==> config.mk <==
export PLATFORM = sky130hd
export DESIGN_NAME = dmem_port_arbiter
export DESIGN_NICKNAME = d
export VERILOG_FILES = /design/src/rtl/dmem_port_arbiter.sv
export SDC_FILE = /design/constraint.sdc
export NUM_CORES = 1
export LEC_CHECK = 0
export CORE_AREA = 2 2 206 208
export DETAILED_ROUTE_END_ITERATION = 6
export DIE_AREA = 0 0 208 210
export MAX_ROUTING_LAYER = met4
export PLACE_DENSITY = 0.58
export SLEW_MARGIN = 20
export SYNTH_ARGS = -nofsm -noshare
export SYNTH_HDL_FRONTEND = slang
export SYNTH_SLANG_ARGS = --single-unit
==> constraint.sdc <==
create_clock -name clk -period 2.8 [get_ports clk]
set_clock_uncertainty 0.1 [all_clocks]
set_input_delay 0.56 -clock clk [delete_from_list [all_inputs] [get_ports clk]]
set_output_delay 0.56 -clock clk [all_outputs]
set_load 0.05 [all_outputs]
==> src/rtl/dmem_port_arbiter.sv <==
// ---------------------------------------------------------------------------
// dmem_port_arbiter
//
// Shares the single data-memory port between the speculative load unit and
// the retired-store path. At most one memory operation is issued per cycle.
// Load data comes back with its tag one cycle after the load is accepted.
// A wait counter bounds how long a pending store can lose to loads.
//
// Optional feature macro: DMEM_ARB_STBUF_EN
//   When defined, a 1-entry store buffer decouples store acceptance from the
//   port. Loads that hit the buffered address are answered from the buffer.
//
// Ports:
//   clk, reset_n                 clock (rising edge), async active-low reset
//   ld_valid_i/ld_ready_o        load request handshake
//   ld_addr_i, ld_tag_i          load address and tag
//   ld_resp_valid_o/_tag_o/_data_o  load response, one cycle after accept
//   st_valid_i/st_ready_o        retired store handshake
//   st_addr_i, st_data_i         store address and data
//   flush_i                      pipeline squash, kills speculative loads
//   dmem_addressLoad/_Store      memory read / write addresses
//   dmem_WriteData               memory write data
//   dmem_readEn/_writeEn         memory strobes (never both high)
//   dmem_readData                memory read data, valid cycle after readEn
// ---------------------------------------------------------------------------
module dmem_port_arbiter #(
   parameter int ADDR_W     = 64,
   parameter int DATA_W     = 64,
   parameter int TAG_W      = 6,
   parameter int STARVE_MAX = 4
) (
   input  logic              clk,
   input  logic              reset_n,
   input  logic              ld_valid_i,
   output logic              ld_ready_o,
   input  logic [ADDR_W-1:0] ld_addr_i,
   input  logic [TAG_W-1:0]  ld_tag_i,
   output logic              ld_resp_valid_o,
   output logic [TAG_W-1:0]  ld_resp_tag_o,
   output logic [DATA_W-1:0] ld_resp_data_o,
   input  logic              st_valid_i,
   output logic              st_ready_o,
   input  logic [ADDR_W-1:0] st_addr_i,
   input  logic [DATA_W-1:0] st_data_i,
   input  logic              flush_i,
   output logic [ADDR_W-1:0] dmem_addressLoad,
   output logic [ADDR_W-1:0] dmem_addressStore,
   output logic [DATA_W-1:0] dmem_WriteData,
   output logic              dmem_readEn,
   output logic              dmem_writeEn,
   input  logic [DATA_W-1:0] dmem_readData
);

   typedef enum logic {IDLE, LD_PEND} state_t;

   localparam logic [3:0] STARVE_LIM = 4'(STARVE_MAX);

   state_t            r_state;
   logic [3:0]        r_starveCnt;
   logic [TAG_W-1:0]  r_respTag;
   logic [ADDR_W-1:0] r_ldAddr;
   logic [ADDR_W-1:0] r_stAddr;
   logic [DATA_W-1:0] r_stData;

   logic              w_ldReq;
   logic              w_stReq;
   logic              w_ldHit;
   logic              w_ldGrant;
   logic              w_stGrant;
   logic              w_rdEn;
   logic [ADDR_W-1:0] w_stAddr;
   logic [DATA_W-1:0] w_stData;

`ifdef DMEM_ARB_STBUF_EN
   logic              r_bufValid;
   logic [ADDR_W-1:0] r_bufAddr;
   logic [DATA_W-1:0] r_bufData;
   logic              r_respFromBuf;
   logic [DATA_W-1:0] r_respData;
`endif

   // Request qualification. Requests are masked while reset is asserted so
   // the strobes and ready outputs stay low during reset. With the store
   // buffer, the store side competing for the port is the buffer entry, and
   // a load hitting that entry is served from it while the port drains it.
   always_comb begin
      w_ldReq = reset_n & ld_valid_i & ~flush_i;
`ifdef DMEM_ARB_STBUF_EN
      w_stReq  = reset_n & r_bufValid;
      w_stAddr = r_bufAddr;
      w_stData = r_bufData;
      w_ldHit  = w_ldReq & r_bufValid & (ld_addr_i == r_bufAddr);
`else
      w_stReq  = reset_n & st_valid_i;
      w_stAddr = st_addr_i;
      w_stData = st_data_i;
      w_ldHit  = 1'b0;
`endif
   end

   // Grant: a lone requester wins; when both want the port the load wins
   // unless the store has already lost STARVE_MAX times in a row. A buffer
   // hit grants both, since the load then needs no read strobe.
   always_comb begin
      w_stGrant = w_stReq & (~w_ldReq | w_ldHit | (r_starveCnt == STARVE_LIM));
      w_ldGrant = w_ldReq & (~w_stGrant | w_ldHit);
      w_rdEn    = w_ldGrant & ~w_ldHit;
   end

   // Port outputs: addresses and data follow the granted request and hold
   // their last issued value otherwise.
   assign ld_ready_o        = w_ldGrant;
   assign dmem_readEn       = w_rdEn;
   assign dmem_writeEn      = w_stGrant;
   assign dmem_addressLoad  = w_rdEn    ? ld_addr_i : r_ldAddr;
   assign dmem_addressStore = w_stGrant ? w_stAddr  : r_stAddr;
   assign dmem_WriteData    = w_stGrant ? w_stData  : r_stData;

   // A flush in the response cycle squashes the returning load.
   assign ld_resp_valid_o = (r_state == LD_PEND) & ~flush_i;
   assign ld_resp_tag_o   = r_respTag;

`ifdef DMEM_ARB_STBUF_EN
   assign st_ready_o     = reset_n & (~r_bufValid | w_stGrant);
   assign ld_resp_data_o = (r_state == LD_PEND) ?
                           (r_respFromBuf ? r_respData : dmem_readData) : '0;
`else
   assign st_ready_o     = w_stGrant;
   assign ld_resp_data_o = (r_state == LD_PEND) ? dmem_readData : '0;
`endif

   // Sequencer: tracks the outstanding load, captures its tag, keeps the
   // held port values and counts consecutive store losses (saturating).
   always_ff @(posedge clk or negedge reset_n) begin
      if (!reset_n) begin
         r_state     <= IDLE;
         r_starveCnt <= '0;
         r_respTag   <= '0;
         r_ldAddr    <= '0;
         r_stAddr    <= '0;
         r_stData    <= '0;
      end else begin
         r_state <= w_ldGrant ? LD_PEND : IDLE;
         if (w_ldGrant)
            r_respTag <= ld_tag_i;
         if (w_rdEn)
            r_ldAddr <= ld_addr_i;
         if (w_stGrant) begin
            r_stAddr <= w_stAddr;
            r_stData <= w_stData;
         end
         if (w_stReq && w_ldGrant && !w_stGrant) begin
            if (r_starveCnt != STARVE_LIM)
               r_starveCnt <= r_starveCnt + 4'd1;
         end else begin
            r_starveCnt <= '0;
         end
      end
   end

`ifdef DMEM_ARB_STBUF_EN
   // Store buffer: drains on a store grant and refills from a new accepted
   // store in the same cycle. Flush never touches it because buffered
   // stores are already retired.
   always_ff @(posedge clk or negedge reset_n) begin
      if (!reset_n) begin
         r_bufValid    <= 1'b0;
         r_bufAddr     <= '0;
         r_bufData     <= '0;
         r_respFromBuf <= 1'b0;
         r_respData    <= '0;
      end else begin
         if (w_stGrant)
            r_bufValid <= 1'b0;
         if (st_valid_i && st_ready_o) begin
            r_bufValid <= 1'b1;
            r_bufAddr  <= st_addr_i;
            r_bufData  <= st_data_i;
         end
         r_respFromBuf <= w_ldHit;
         if (w_ldHit)
            r_respData <= r_bufData;
      end
   end
`endif

endmodule

==> results.sh <==
export IMPL_gp_congestion=0.899
export IMPL_slowest_delay_ps=390
export IMPL_port_buffers=533
export IMPL_synth_top_area_share_pct=62.3
export IMPL_ys_ff_latch=203
export IMPL_grt_use_total_pct=15.7
export IMPL_clk_path_buf_depth=3
export IMPL_worst_slew_pin_slew_ps=813
export IMPL_period_share_pct=113
export IMPL_synth_commonest_cells="dfrtp_1, mux2_2, and2_1"
export IMPL_num_vias=6808
export IMPL_synth_cells=519
export IMPL_synth_cell_types=23
export IMPL_cp_max_fo=17
export IMPL_crit_type="flop to output pin"
export IMPL_syn_nets=788
export IMPL_initial_core_util_pct=19.7
export IMPL_cpMostUsedCell="buf_12"
export IMPL_grt_start_max_net_pins=75
export IMPL_vias_per_cell=4.00
export IMPL_fin_nets=1411
export IMPL_yosysSeqAreaShare_pct=62.3
export IMPL_die_h_um=210
export IMPL_setup_tns_ps=-57900
export IMPL_grt_pass1_vias=7855
export IMPL_design_area_mm2=0.0190
export IMPL_dp_hpwl_um=24000
export IMPL_drc=0
export IMPL_cts_root_buf="clkbuf_16"
export IMPL_slowest_stage="mux2_2"
export IMPL_syn_area_per_cell_um2=15.7
export IMPL_cts_tree="built"
export IMPL_insertion_delay_ps=540
export IMPL_wl_per_cell_um=20.2
export IMPL_cp_end_kind="output pin"
export IMPL_critical_path_arrival_ps=2510
export IMPL_final_min_clock_period_ps=3170
export IMPL_core_area_mm2=0.0415
export IMPL_r2r_cells=11
export IMPL_fp_row_count=75
export IMPL_htree_levels=1
export IMPL_hold_class="input port to async pin"
export IMPL_fp_dieArea_mm2=0.0437
export IMPL_rsz0062_at_grt="true"
export IMPL_maxCapViolations=0
export IMPL_drive_gt1_share_pct=51.6
export IMPL_status="finished, violations left"
export IMPL_clk_pin_slew_worst_paths_ps=60
export IMPL_setup_viol=194
export IMPL_drt_iter0_drc=233
export IMPL_post_dp_cell_area_mm2=0.0161
export IMPL_synth_area_top_cells="dfrtp_1, mux2_2, and2_1"
export IMPL_fp_dieW_um=208
export IMPL_grt_pass1_wl_um=50800
export IMPL_max_freq_mhz=315
export IMPL_routed_wl_um=34300
export IMPL_finalHoldViolations=0
export IMPL_p_per_area_mw_per_mm2=684
export IMPL_antenna_found_initial=3
export IMPL_cp_cell_sequence="inv_2 > ha_4 > and3b_2 > o21ai_4 > buf_12 > buf_12 > buf_12 > mux2_2 > buf_12"
export IMPL_gr_total_overflow=0
export IMPL_ant_nets=0
export IMPL_slew_limit_headroom_pct=45.8
export IMPL_vdd_ir_drop_max_mv=0.528
export IMPL_cts_sinks=203
export IMPL_fin_ws_ps=-373
export IMPL_ys_warn_count=0
export IMPL_violations="negative setup slack"
export IMPL_cts_inserted_buffers=26
export IMPL_synth_most_common_cell="dfrtp_1"
export IMPL_p_leak_nw=8.80
export IMPL_ys_flop_type="dfrtp_1"
export IMPL_cp_start_kind="flop"
export IMPL_first_pass_iters=4
export IMPL_crit_required_ps=2140
export IMPL_yosysTopAreaCell="dfrtp_1"
export IMPL_pin_count=534
export IMPL_area_growth_pct=133
export IMPL_synth_edf_count=0
export IMPL_slew_viol_final=0
export IMPL_synth_area_mm2=0.00816
export IMPL_synthArstFlopShare_pct=100
export IMPL_fin_util_pct=45.8
power breakdown:
group | internal, mW | switching, mW | total, mW
logic | 3.00 | 3.05 | 6.05
registers | 3.43 | 0.160 | 3.59
clock network | 2.02 | 1.33 | 3.35
total | 8.45 | 4.54 | 13.0
routing by layer:
layer,up-vias,GRT usage [%],part of all wire (%)
met5,-,-,0
met4,0,4.94,2.7
met3,63,4.59,7.5
met2,285,25.9,50
met1,3432,18.5,39
li1,3028,-,-
critical path: cells and delay by family (launching register included):
family | cells | cell delay (ps)
muxes | 1 | 390
DFF | 1 | 370
and+or+nand+nor | 1 | 230
AOI/OAI and AO/OA | 1 | 140
adders and majority gates | 1 | 150
buffers and inverters | 5 | 680
final cells by class:
cell class	instances	area, µm²
fill	3624	22500
timing repair buffer	625	8880
sequential	203	5080
multi-input combinational	282	3480
clock buffer	36	739
tap	539	674
clock inverter	10	108
inverter	4	15.0
antenna	3	7.51
per-stage QoR:
stage | instances | worst slack [ps] | total power, mW | hold WS [ps]
finish | 1702 | -373 | 13.0 | 3.71
CTS | 1692 | -437 | 13.0 | 3.36
detailed placement | 1595 | -321 | 8.84 | 382
global route | 1702 | -477 | 13.5 | 20.6
global placement | 1595 | -324 | 8.79 | 375
floorplan | 519 | 367 | 6.26 | 164
state kept, by name, summed over array words and instances (netlist names):
register and count:
ld_resp_tag_o 6, r_ldAddr 64, r_stAddr 64, r_stData 64, r_starveCnt 4, r_state 1
cell usage in the layout, fill, tap and decap left out, types with 2 or more instances in the layout:
master           Yosys  routed
and2_1              65      65
buf_12               0     211
buf_16               0       7
buf_4                4      39
buf_6               14       9
buf_8                0      82
bufinv_16            0       2
clkbuf_1             7       6
clkbuf_16            0      31
clkbuf_8             4       4
clkdlybuf4s50_1      0     271
clkinv_2             0       6
clkinv_4             0       2
dfrtp_1            203     202
diode_2              0       3
inv_2                0       3
mux2_2             192      16
mux2_4               0     181
nand2_1              2       2
nand3b_1             2       2
nor3_1               3       3
o21ai_4              2       2
repair_timing:
item                                    CTS  global route
buffers inserted                         37            14
resized for setup                       334            52
endpoints found under the setup margin  196           223
gates cloned                             13             4
pin swaps                                 1             1
endpoints found under the hold margin    40             0
hold buffers                              1             0
kinds of logic after synthesis:
| family | Yosys count | share of synthesized area, % |
|---|---|---|
| compound gates | 2 | 0.399 |
| xor+xnor | 2 | 0.215 |
| fa+ha+maj | 2 | 0.307 |
| buf+inv | 34 | 3.54 |
| flops | 203 | 62.3 |
| mux | 198 | 27.3 |
| simple gates | 78 | 5.94 |
path summary, 6_finish.rpt:
check | startpoint | endpoint | slack [ps]
setup / recovery | r_starveCnt[0] | dmem_WriteData[0] | -370
hold / removal | reset_n | r_ldAddr[8] | 4
setup reg to reg | r_starveCnt[0] | r_ldAddr[44] | 550
hold reg to reg | r_ldAddr[25] | r_ldAddr[25] | 410
max in group asynchronous | reset_n | r_stAddr[57] | 1140
min in group clk | reset_n | r_starveCnt[2] | 400
No activity file was read; power rests on OpenSTA's default activity.
